### src/rtl/dcsk_tx_frame_ctrl.sv
// DCSK transmit frame sequencer: preamble + MSB-first payload, one bit per
// symbol period, with a fixed spread factor per frame and a guard gap.
module dcsk_tx_frame_ctrl #(
    parameter int PAYLOAD_BYTES = 4,
    parameter int PREAMBLE_BITS = 8,
    parameter int GUARD_CYCLES  = 16
) (
    input  logic       Clk,
    input  logic       N_Rst,
    input  logic       Tx_Req,
    input  logic [1:0] Sf_Sel_Cfg,
    input  logic [7:0] Byte_In,
    input  logic       Byte_Valid,
    output logic       Byte_Ready,
    output logic       Mod_Bit,
    output logic       Mod_Valid,
    output logic [1:0] Spread_Factor_Sel,
    output logic       Busy,
    output logic       Frame_Done,
    output logic       Frame_Abort
);

    localparam int TOTAL = PREAMBLE_BITS + 8 * PAYLOAD_BYTES;
    localparam int BW    = $clog2(TOTAL + 1);
    localparam int YW    = $clog2(PAYLOAD_BYTES + 1);
    localparam int GW    = $clog2(GUARD_CYCLES + 1);

    typedef enum logic [1:0] {IDLE, PREAMBLE, PAYLOAD, GUARD} state_t;

    state_t          state;
    logic [6:0]      cnt;
    logic [BW-1:0]   bit_idx;
    logic [YW-1:0]   fetched;
    logic [GW-1:0]   gcnt;
    logic [7:0]      buf_q;
    logic            buf_full;
    logic [6:0]      shreg;

    logic [6:0] per_last;
    logic       active;
    logic       period_end;
    logic       near_end;
    logic       last_bit;
    logic       drain;
    logic       xfer;

    // Bit index whose final cycle moves the buffer into the shift register.
    function automatic logic is_drain(input logic [BW-1:0] idx);
        int b;
        b = int'(idx);
        if (b == PREAMBLE_BITS - 1) return 1'b1;
        if (b < PREAMBLE_BITS || b >= TOTAL - 8) return 1'b0;
        return ((b - PREAMBLE_BITS) % 8) == 7;
    endfunction

    assign per_last   = 7'((8'd16 << Spread_Factor_Sel) - 8'd1);
    assign active     = (state == PREAMBLE) || (state == PAYLOAD);
    assign period_end = (cnt == per_last);
    assign near_end   = (cnt == per_last - 7'd1);
    assign last_bit   = (bit_idx == BW'(TOTAL - 1));
    assign drain      = is_drain(bit_idx);
    assign Busy       = (state != IDLE);
    assign Byte_Ready = active && !buf_full
                        && (fetched < YW'(PAYLOAD_BYTES));
    assign xfer       = Byte_Valid && Byte_Ready;

    always_ff @(posedge Clk or negedge N_Rst) begin
        if (!N_Rst) begin
            state             <= IDLE;
            cnt               <= '0;
            bit_idx           <= '0;
            fetched           <= '0;
            gcnt              <= '0;
            buf_q             <= '0;
            buf_full          <= 1'b0;
            shreg             <= '0;
            Mod_Bit           <= 1'b0;
            Mod_Valid         <= 1'b0;
            Spread_Factor_Sel <= 2'b00;
            Frame_Done        <= 1'b0;
            Frame_Abort       <= 1'b0;
        end else begin
            Frame_Done  <= 1'b0;
            Frame_Abort <= 1'b0;
            Mod_Valid   <= 1'b0;
            unique case (state)
                IDLE: begin
                    if (Tx_Req) begin
                        state             <= PREAMBLE;
                        Spread_Factor_Sel <= Sf_Sel_Cfg;
                        cnt               <= '0;
                        bit_idx           <= '0;
                        fetched           <= '0;
                        buf_full          <= 1'b0;
                        Mod_Valid         <= 1'b1;
                        Mod_Bit           <= 1'b1;
                    end
                end
                PREAMBLE, PAYLOAD: begin
                    if (xfer) begin
                        buf_q    <= Byte_In;
                        buf_full <= 1'b1;
                        fetched  <= fetched + YW'(1);
                    end
                    // Pulses are raised one cycle early so they land on
                    // the final cycle of the bit period.
                    if (near_end && last_bit)
                        Frame_Done <= 1'b1;
                    if (near_end && drain && !(buf_full || xfer))
                        Frame_Abort <= 1'b1;
                    if (!period_end) begin
                        cnt <= cnt + 7'd1;
                    end else if (last_bit || (drain && !buf_full)) begin
                        state    <= GUARD;
                        gcnt     <= '0;
                        Mod_Bit  <= 1'b0;
                        buf_full <= 1'b0;
                    end else begin
                        cnt       <= '0;
                        Mod_Valid <= 1'b1;
                        bit_idx   <= bit_idx + BW'(1);
                        if (drain) begin
                            state    <= PAYLOAD;
                            shreg    <= buf_q[6:0];
                            Mod_Bit  <= buf_q[7];
                            buf_full <= 1'b0;
                        end else if (state == PREAMBLE) begin
                            Mod_Bit <= ~Mod_Bit;
                        end else begin
                            Mod_Bit <= shreg[6];
                            shreg   <= {shreg[5:0], 1'b0};
                        end
                    end
                end
                GUARD: begin
                    Mod_Bit <= 1'b0;
                    if (gcnt == GW'(GUARD_CYCLES - 1))
                        state <= IDLE;
                    else
                        gcnt <= gcnt + GW'(1);
                end
            endcase
        end
    end

endmodule
### config.mk
export PLATFORM = sky130hd
export DESIGN_NAME = dcsk_tx_frame_ctrl
export DESIGN_NICKNAME = d
export VERILOG_FILES = /design/src/rtl/dcsk_tx_frame_ctrl.sv
export SDC_FILE = /design/constraint.sdc
export NUM_CORES = 1
export LEC_CHECK = 0
export ABC_AREA = 1
export ABC_CLOCK_PERIOD_IN_PS = 5330
export CORE_ASPECT_RATIO = 0.75
export CORE_MARGIN = 2
export CORE_UTILIZATION = 55
export DETAILED_ROUTE_END_ITERATION = 8
export PLACE_DENSITY = 0.77
export SLEW_MARGIN = 10
export SYNTH_ARGS = -nofsm -noshare
export SYNTH_HDL_FRONTEND = slang
export SYNTH_SLANG_ARGS = --single-unit
### constraint.sdc
create_clock -name Clk -period 5.33 [get_ports Clk]
set_clock_uncertainty 0.15 [all_clocks]
set_input_delay 1.066 -clock Clk [delete_from_list [all_inputs] [get_ports Clk]]
set_output_delay 1.066 -clock Clk [all_outputs]
set_load 0.005 [all_outputs]
==> flow_metrics.env <==
export IMPL_die_h_microns=62.64
export IMPL_cp_cell_sequence="inv_1 > ha_1 > inv_2 > nor3_2 > clkdlybuf4s50_1"
export IMPL_syn_cell_area_sq_mm=0.002521
export IMPL_cts_resized=0
export IMPL_min_period_over_period=0.6857
export IMPL_final_cells=392
export IMPL_cellLeakagePower_nw=1.430
export IMPL_routed_top_layer="met4"
export IMPL_worst_slack_ns=1.675
export IMPL_viasPerCell=5.041
export IMPL_place_ws_ns=2.016
export IMPL_p_comb_frac=0.458
export IMPL_slew_headroom=0.3389
export IMPL_max_vdd_ir_drop_v=0.0003369
export IMPL_finalHoldViolations=0
export IMPL_synthTopCellsByArea="dfrtp_1, nand2_1, ha_1"
export IMPL_async_reset_ff_frac=1.000
export IMPL_drive_above_1_share=0.1343
export IMPL_crit_type="register to primary output"
export IMPL_cts_setup_buffers=0
export IMPL_period_needed_ns=3.655
export IMPL_fin_tns_setup_ns=0
export IMPL_yosys_warnings=0
export IMPL_power_share_clock=0.209
export IMPL_ant_nets=0
export IMPL_cts_htree_levels=2
export IMPL_power_total_mw=1.494
export IMPL_synth_seq_cells=45
export IMPL_clk_path_buf_depth=2
export IMPL_ios=22
export IMPL_core_area_sq_mm=0.004441
export IMPL_seq_area_frac_synth=0.4467
export IMPL_drv_slew=0
export IMPL_critPathMaxFanout=16
export IMPL_synthFlopType="dfrtp_1"
export IMPL_antenna_found_initial=0
export IMPL_grt_overflow=0
export IMPL_clock_latency_ns=0.30
export IMPL_row_count=21
export IMPL_run_status="complete, no violations"
export IMPL_yosys_area_top_type="dfrtp_1"
export IMPL_dr_pass1_iters=4
export IMPL_placed_area_sq_mm=0.002761
export IMPL_hold_buffers=0
export IMPL_worst_slew_pin_slew_ns=0.9917
export IMPL_grt_start_max_net_pins=46
export IMPL_n_antenna_cell=0
export IMPL_yosys_area_top_type_share=0.4467
export IMPL_setup_viol=0
export IMPL_grt_pass1_vias=1789
export IMPL_vias=1976
export IMPL_gp_congestion=0.8265
export IMPL_final_net_count=358
export IMPL_fin_area_sq_mm=0.002899
export IMPL_ys_types=31
export IMPL_grt_usage=0.2076
export IMPL_syn_inst=311
export IMPL_drv_cap=0
export IMPL_wl_met1_mm=2.443
export IMPL_crit_arrival_ns=2.44
export IMPL_max_freq_mhz=273.6
export IMPL_cts_sinks=45
export IMPL_worstSetupEndpointType="primary output"
export IMPL_cp_slowest_cell="ha_1"
export IMPL_dpl_cell_count=384
export IMPL_pwr_share_seq=0.333
export IMPL_switching_share=0.4331
export IMPL_synthTopCellsByCount="nand2_1, dfrtp_1, inv_1"
export IMPL_port_buffers=21
export IMPL_cpPeakStageDelay_ns=0.70
export IMPL_power_per_cell_area_mw_per_mm2=515.3
export IMPL_synth_nets=335
export IMPL_critPathRequiredTime_ns=4.11
export IMPL_numCtsBuffers=5
export IMPL_first_iter_violations=177
export IMPL_cts_root_buf="clkbuf_8"
export IMPL_cts_tree="done"
export IMPL_synth_edff_count=0
export IMPL_final_core_util=0.6529
export IMPL_wl_per_cell_microns=12.20
export IMPL_yosysMostFrequentCell="nand2_1"
export IMPL_hold_slack_ns=0.3335
export IMPL_rsz0062_at_grt="no"
export IMPL_chipWidth_microns=82.18
export IMPL_wl_met2_mm=1.997
export IMPL_worstSetupStartpointType="register"
export IMPL_power_internal_mw=0.8469
export IMPL_p_switching_mw=0.6470
export IMPL_grt_pass1_wl_mm=8.217
export IMPL_hold_path_class="register to register"
export IMPL_clk_pin_slew_worst_paths_ns=0.08
export IMPL_start_util=0.5678
export IMPL_hpwl_mm=3.400
export IMPL_finalWirelength_mm=4.784
export IMPL_postSynthAreaPerCell_sq_um=8.107
export IMPL_area_growth_pct=14.99
export IMPL_dieArea_sq_mm=0.005147
export IMPL_wl_met3_microns=290
export IMPL_drcViolationCount=0
==> cell usage in the layout (no fill, tap or decap) <==
cell / n
nand2_2: 7
dfrtp_1: 45
a21oi_1: 5
nor2_4: 4
clkdlybuf4s50_1: 20
xor2_1: 7
nand3_4: 1
a21oi_2: 1
a22oi_1: 1
nand2_4: 3
ha_1: 10
nand3_1: 24
inv_6: 1
nor3_2: 1
bufinv_16: 2
o21ai_2: 6
inv_1: 33
or2_2: 6
buf_2: 1
nor2_1: 16
xnor2_1: 2
nand2_1: 98
nand3_2: 1
a31oi_1: 1
clkbuf_8: 5
inv_2: 4
o21ai_1: 5
nor2_2: 1
a21oi_4: 1
nand4_1: 4
o21ai_0: 16
o21a_1: 1
nor3_1: 2
==> registers in the layout, indices dropped and copies added (netlist names) <==
register,count
bit_idx,6
Spread_Factor_Sel,2
fetched,3
Mod_Valid,1
Mod_Bit,1
cnt,7
Frame_Done,1
state,2
buf_full,1
shreg,7
buf_q,8
Frame_Abort,1
gcnt,5
==> cells by family after synthesis <==
family / Yosys count / synth area share
DFF: 45 / 0.4467
xor gates and xnor gates: 9 / 0.03127
AOI/OAI and AO/OA: 37 / 0.09082
and+or+nand+nor: 168 / 0.3122
adders and majority gates: 10 / 0.04963
buffers and inverters: 42 / 0.06948
==> metal layers <==
metal	vias up	track usage
met5	-	0
met4	0	0.06250
met3	6	0.04769
met2	48	0.2843
met1	895	0.3239
li1	1027	-
==> final cells by class <==
type	instances	area, sq um
timing repair buffer	21	205.2
clock buffer	5	68.82
clock inverter	3	68.82
tap	57	71.32
fill	375	1541
multi-input combinational	224	1220
inverter	37	138.9
sequential	45	1126
==> path summary, 6_finish.rpt <==
| path | startpoint | endpoint | slack (ns) | cells after the start |
|---|---|---|---|---|
| min reg2reg | shreg[2] | shreg[2] | 0.33 | 2 |
| max reg2reg | state[0] | fetched[0] | 2.87 | 8 |
| min in group asynchronous | N_Rst | bit_idx[3] | 0.77 | 1 |
| min | shreg[2] | shreg[2] | 0.33 | 2 |
| max | state[0] | Byte_Ready | 1.68 | 5 |
| max in group asynchronous | N_Rst | state[0] | 3.64 | 1 |
==> critical path, delay by kind of cell, from the launching register on <==
| family | cells | cell delay [ns] |
|---|---|---|
| adder cells (fa/ha/maj) | 1 | 0.70 |
| buffers and inverters | 3 | 0.82 |
| AND/OR/NAND/NOR | 1 | 0.21 |
| flip-flops | 1 | 0.40 |
==> power by group through the flow <==
stage | sequential (mW) | clock, mW | combinational [mW]
6_report | 0.497 | 0.313 | 0.684
5_1_grt | 0.508 | 0.335 | 0.778
4_1_cts | 0.497 | 0.319 | 0.686
3_5_place_dp | 0.503 | 0 | 0.677
3_3_place_gp | 0.500 | 0 | 0.659
2_1_floorplan | 0.488 | 0 | 0.528
Note: power is estimated with default switching activity, not from simulation.
